$ cat src/rtl/imem_loader.sv
// Streams a program image into instruction memory and holds the core in reset until it is loaded.
// Optional trailer checksum verification is compiled in with `define IMEM_LOADER_CHECKSUM_EN.
module imem_loader #(
    parameter int unsigned DATA_WIDTH = 32,
    parameter int unsigned DATA_BYTES = 4,
    parameter int unsigned ADDR_WIDTH = 10
) (
    input  logic                    clk,
    input  logic                    rst,
    input  logic                    start_i,
    input  logic [ADDR_WIDTH:0]     len_i,
    input  logic                    s_valid_i,
    input  logic [DATA_WIDTH-1:0]   s_data_i,
    output logic                    s_ready_o,
    output logic [DATA_WIDTH-1:0]   wdata_o,
    output logic [ADDR_WIDTH-1:0]   waddr_o,
    output logic [DATA_BYTES-1:0]   wen_o,
    output logic                    core_rst_o,
    output logic                    done_o,
    output logic                    err_o,
    output logic [ADDR_WIDTH:0]     words_o
);

    localparam int unsigned LW = ADDR_WIDTH + 1;
    localparam logic [LW-1:0] MAX_LEN = LW'(1) << ADDR_WIDTH;

    typedef enum logic [2:0] {
        S_IDLE,
        S_LOAD,
`ifdef IMEM_LOADER_CHECKSUM_EN
        S_CHECK,
`endif
        S_RUN,
        S_ERR
    } state_t;

    state_t          state;
    state_t          state_next;
    logic [LW-1:0]   len_q;
    logic            hs;
    logic            len_ok;
    logic            last_word;
    logic            load_go;
    logic            wen_d;
    logic            ready_d;
    logic            core_rst_d;
    logic            done_d;
    logic            err_d;

`ifdef IMEM_LOADER_CHECKSUM_EN
    logic [DATA_WIDTH-1:0] csum;
    logic                  trailer_ok;
    assign trailer_ok = (s_data_i == csum);
`endif

    assign hs        = s_valid_i & s_ready_o;
    assign len_ok    = (len_i != '0) && (len_i <= MAX_LEN);
    assign last_word = ((words_o + LW'(1)) == len_q);

    // State register
    always_ff @(posedge clk) begin
        if (rst) begin
            state <= S_IDLE;
        end else begin
            state <= state_next;
        end
    end

    // Next-state logic
    always_comb begin
        state_next = state;
        case (state)
            S_IDLE, S_RUN, S_ERR: begin
                if (start_i) begin
                    state_next = len_ok ? S_LOAD : S_ERR;
                end
            end
            S_LOAD: begin
                if (hs && last_word) begin
`ifdef IMEM_LOADER_CHECKSUM_EN
                    state_next = S_CHECK;
`else
                    state_next = S_RUN;
`endif
                end
            end
`ifdef IMEM_LOADER_CHECKSUM_EN
            S_CHECK: begin
                if (hs) begin
                    state_next = trailer_ok ? S_RUN : S_ERR;
                end
            end
`endif
            default: state_next = S_IDLE;
        endcase
    end

    // Output decode; the core is released only one edge after RUN is entered
    always_comb begin
        wen_d      = hs && (state == S_LOAD);
        load_go    = (state_next == S_LOAD) && (state != S_LOAD);
        ready_d    = (state_next == S_LOAD);
`ifdef IMEM_LOADER_CHECKSUM_EN
        ready_d    = ready_d || (state_next == S_CHECK);
`endif
        core_rst_d = !((state == S_RUN) && (state_next == S_RUN));
        done_d     = !core_rst_d;
        err_d      = (state_next == S_ERR);
    end

    // Registered outputs and datapath
    always_ff @(posedge clk) begin
        if (rst) begin
            s_ready_o  <= 1'b0;
            wdata_o    <= '0;
            waddr_o    <= '0;
            wen_o      <= '0;
            core_rst_o <= 1'b1;
            done_o     <= 1'b0;
            err_o      <= 1'b0;
            words_o    <= '0;
            len_q      <= '0;
        end else begin
            s_ready_o  <= ready_d;
            core_rst_o <= core_rst_d;
            done_o     <= done_d;
            err_o      <= err_d;
            wen_o      <= {DATA_BYTES{wen_d}};
            if (wen_d) begin
                wdata_o <= s_data_i;
                waddr_o <= words_o[ADDR_WIDTH-1:0];
            end
            if (load_go) begin
                len_q   <= len_i;
                words_o <= '0;
            end else if (wen_d && (words_o != len_q)) begin
                words_o <= words_o + LW'(1);
            end
        end
    end

`ifdef IMEM_LOADER_CHECKSUM_EN
    // Rotate-left-by-one then XOR running checksum over accepted image words
    always_ff @(posedge clk) begin
        if (rst) begin
            csum <= '0;
        end else if (load_go) begin
            csum <= '0;
        end else if (wen_d) begin
            csum <= {csum[DATA_WIDTH-2:0], csum[DATA_WIDTH-1]} ^ s_data_i;
        end
    end
`endif

endmodule

$ cat config.mk
export PLATFORM = sky130hd
export DESIGN_NAME = imem_loader
export DESIGN_NICKNAME = d
export VERILOG_FILES = /design/src/rtl/imem_loader.sv
export SDC_FILE = /design/constraint.sdc
export NUM_CORES = 1
export LEC_CHECK = 0
export BUFFER_PORTS_ARGS = -buffer_cell sky130_fd_sc_hd__buf_2
export CAP_MARGIN = 20
export CORE_ASPECT_RATIO = 1.5
export CORE_MARGIN = 8
export CORE_UTILIZATION = 35
export CTS_BUF_LIST = sky130_fd_sc_hd__clkbuf_4 sky130_fd_sc_hd__clkbuf_8 sky130_fd_sc_hd__clkbuf_16
export CTS_CLUSTER_DIAMETER = 120
export DETAILED_ROUTE_END_ITERATION = 6
export PLACE_DENSITY_LB_ADDON = 0.12
export RECOVER_POWER = 25
export SLEW_MARGIN = 20
export SYNTH_ARGS = -nofsm -noshare
export SYNTH_HDL_FRONTEND = slang
export SYNTH_SLANG_ARGS = --single-unit
$ cat constraint.sdc
create_clock -name clk -period 3.22 [get_ports clk]
set_input_delay 0 -clock clk [delete_from_list [all_inputs] [get_ports clk]]
set_output_delay 0 -clock clk [all_outputs]
set_load 0.005 [all_outputs]
==> flow_summary_export.csv <==
group,metric,value,unit
logic_synthesis,yosys_warnings,0,
timing,fin_ws,0.685,ns
logic_synthesis,synth_top_area_share,48.0,%
die,dieWidth,91.7,um
grt,grt_pass1_vias,3004,
timing,period_minus_slack,2.53,ns
logic_synthesis,avgSynthCellArea,8.33,sq um
logic_synthesis,netlist_area,0.00301,sq mm
detailed_routing,vias_per_cell,4.82,
logic_synthesis,synthesis.nets,409,
die,core,0.00836,sq mm
min_path,min_to,"state[0]$_SDFF_PP0_",
critical_path,timing.rr.start,"words_o[1]$_SDFFE_PP0P_",
clock_tree,clk_path_buf_depth,2,
timing,drv_slew,0,
clock_tree,cts_tree,"done",
run_status,status,"finished clean",
cells_and_area,drive_above_1_share,22.2,%
cells_and_area,fillers,819,
detailed_routing,vias,2925,
critical_path,r2r_cells,7,
clock_tree,cts_setup_buffers,0,
die,num_rows,41,
logic_synthesis,synth.area.top_cells,"dfxtp_1 48%, nand2_1 11%, a21oi_1 7.3%",
detailed_routing,totalWireLength,9060,um
placed_design,port_buffers,107,
cells_and_area,diodes,0,
timing,finalHoldViolations,0,
detailed_routing,initialDrtViolationCount,125,
logic_synthesis,synthCells,361,
grt,overflow,0,
placed_design,gp_congestion,0.837,
clock_tree,htree_levels,3,
critical_path,critPathLaunchType,"input port",
logic_synthesis,yosysUniqueCellTypes,40,
logic_synthesis,yosysSeqAreaShare,48.0,%
logic_synthesis,yosysTopAreaCell,"dfxtp_1",
timing,finClkSkew,0.00497,ns
critical_path,criticalPathCategory,"in2reg",
flow_run,drv_cap,0,
cells_and_area,nets,546,
die,die_height,129,um
placed_design,postPlaceCellArea,0.00358,sq mm
detailed_routing,wl_per_cell,14.9,um
clock_tree,worstSkewPairLatency,0.33,ns
min_path,hp-class,"in2reg",
detailed_routing,drc,0,
critical_path,path_max_fanout,12,
timing,setup_viol,0,
pwr,p_per_area,459,mW/mm^2
timing,relSlewSlack,64.2,%
timing,max_freq,395,MHz
cells_and_area,post-route-util,50.7,%
critical_path,r2r_end,"s_ready_o$_SDFF_PP0_",
grt,grt_max_degree,44,
detailed_routing,dr.pass1.iters,4,
min_path,worstHoldStart,"start_i",
timing,whs,0.0311,ns
critical_path,crit_required,3.42,ns
critical_path,end_kind,"flop",
timing,period_share,78.7,%
clock_tree,cts_buffers,9,
grt,grt_pass1_wl,14800,um
logic_synthesis,synth-seq-cells,72,
critical_path,arrival,2.74,ns
die,start_util,35.9,%
pwr,p_leak,1.69,nW
timing,fin_tns_setup,0,ns
placed_design,dp_hpwl,6410,um
grt,track_usage,15.7,%
timing,grt_setup_unrepaired,"false",
clock_tree,cts_root_buffer,"clkbuf_16",
cells_and_area,finalInstanceArea,0.00424,sq mm
grt,antenna_found_initial,0,
clock_tree,path_clk_slew,0.05,ns
die,ios,108,
min_path,holdPathStages,3,
critical_path,rrSetupSlack,0.98,ns
pwr,peakVddDrop,257,uV
timing,tightest_slew,0.537,ns
detailed_routing,drtAntennaViolNets,0,
placed_design,pre_cts_slack,0.877,ns
cells_and_area,syn2layout_area_growth,41.0,%
clock_tree,numClockSinks,72,
die,fp.dieArea,0.0119,sq mm
==> routing by layer <==
layer | track usage (%) | vias to the layer above | share of wire, %
met3 | 4.86 | 21 | 7.0
met2 | 28.2 | 100 | 51
li1 | - | 1462 | -
met5 | 0 | - | 0
met4 | 9.39 | 0 | 3.1
met1 | 15.6 | 1342 | 39
==> synthesized netlist by cell type <==
cell,n
buf_2,1
nor2_1,25
nor2_2,10
o2111a_1,1
nand2b_1,2
o21ba_2,2
nor4_1,5
and4_1,1
nand4_1,4
a21oi_1,44
or2_1,1
a211oi_1,1
or2_2,2
xnor2_1,12
a31o_1,2
nor2b_4,1
or4_4,2
nand3_1,3
o21a_1,2
conb_1,1
buf_1,1
o31ai_1,1
nor3b_1,1
a31oi_1,1
a221oi_1,1
and3_1,1
ha_1,1
nand3b_1,1
mux2i_1,13
or3_1,2
inv_1,2
clkbuf_1,21
nand2_1,91
nor2b_1,1
nor3_1,9
or4_1,1
buf_4,3
xor2_1,15
dfxtp_1,72
buf_6,1
==> logic make-up (layout without fill, tap and decap cells) <==
| logic type | after synthesis | after routing | share of synthesized area, % |
|---|---|---|---|
| DFF | 72 | 72 | 48.0 |
| AOI/OAI and AO/OA | 55 | 55 | 10.4 |
| and+or+nand+nor | 163 | 163 | 24.6 |
| muxes | 13 | 13 | 4.33 |
| other | 1 | 1 | 0.125 |
| buffers and inverters | 29 | 168 | 4.29 |
| xor gates and xnor gates | 27 | 27 | 7.87 |
| adders and majority gates | 1 | 1 | 0.416 |
==> placed cells by master (no fill, tap or decap), types with 3 or more instances in the layout <==
cell type / n
nor2_2: 10
nor3_1: 8
clkbuf_1: 30
dlygate4sd3_1: 43
nand4_1: 4
nand3_1: 3
nand2_1: 91
nor2_1: 25
buf_4: 3
mux2i_1: 13
dfxtp_1: 72
a21oi_1: 44
buf_2: 77
xnor2_1: 12
clkbuf_16: 9
xor2_1: 15
nor4_1: 5
==> worst max-delay path by stage <==
stage,startpoint,end,slack (ns),cells past startpoint
after floorplan,words_o[0]$_SDFFE_PP0P_,s_ready_o$_SDFF_PP0_,1.31,7
after global routing,len_i[7],words_o[10]$_SDFFE_PP0P_,0.49,8
after detailed placement,len_i[7],words_o[10]$_SDFFE_PP0P_,0.88,7
after global placement,len_i[7],words_o[10]$_SDFFE_PP0P_,0.90,7
after CTS,len_i[8],words_o[10]$_SDFFE_PP0P_,0.67,8
final,len_i[7],words_o[10]$_SDFFE_PP0P_,0.69,8
==> registers in the layout, summed over array words and instances, names as in the netlist <==
| register | count |
|---|---|
| wdata_o | 32 |
| state | 3 |
| wen_o | 1 |
| words_o | 11 |
| core_rst_o | 1 |
| waddr_o | 10 |
| done_o | 1 |
| err_o | 1 |
| len_q | 11 |
| s_ready_o | 1 |
==> through the flow <==
stage	total power, W	instances
detailed placement	0.00103	551
floorplan	0.000980	361
global route	0.00201	607
finish	0.00194	607
global placement	0.00103	551
CTS	0.00197	607
==> timing repair <==
item	4_1_cts	5_1_grt
setup endpoints to repair	0	0
gates resized for setup	0	0
endpoints found under the hold margin	43	0
hold buffers	43	0
==> worst max-delay path, stage by stage <==
cell	delay, ns
dlygate4sd3_1	0.53
buf_2	0.13
or4_4	0.53
o31ai_1	0.31
a31o_1	0.23
nor2b_4	0.40
or2_1	0.51
nor2_1	0.09
==> final cells by class <==
class | instances | area, sq um | share of cell area (%)
flip-flops and latches | 72 | 1440 | 34.0
multi-input cells | 260 | 1440 | 34.0
repair buffers | 153 | 951 | 22.4
clock buffers | 12 | 260 | 6.14
well taps | 107 | 134 | 3.16
inverters | 2 | 7.51 | 0.177
clock inverters | 1 | 5.00 | 0.118
==> power by group <==
group,internal (W),total [W],switching (W)
logic,0.0000782,0.000136,0.0000583
registers,0.000901,0.000911,0.0000102
clock network,0.000557,0.000897,0.000340
total,0.00154,0.00194,0.000409
(Power assumes the default switching activity.)
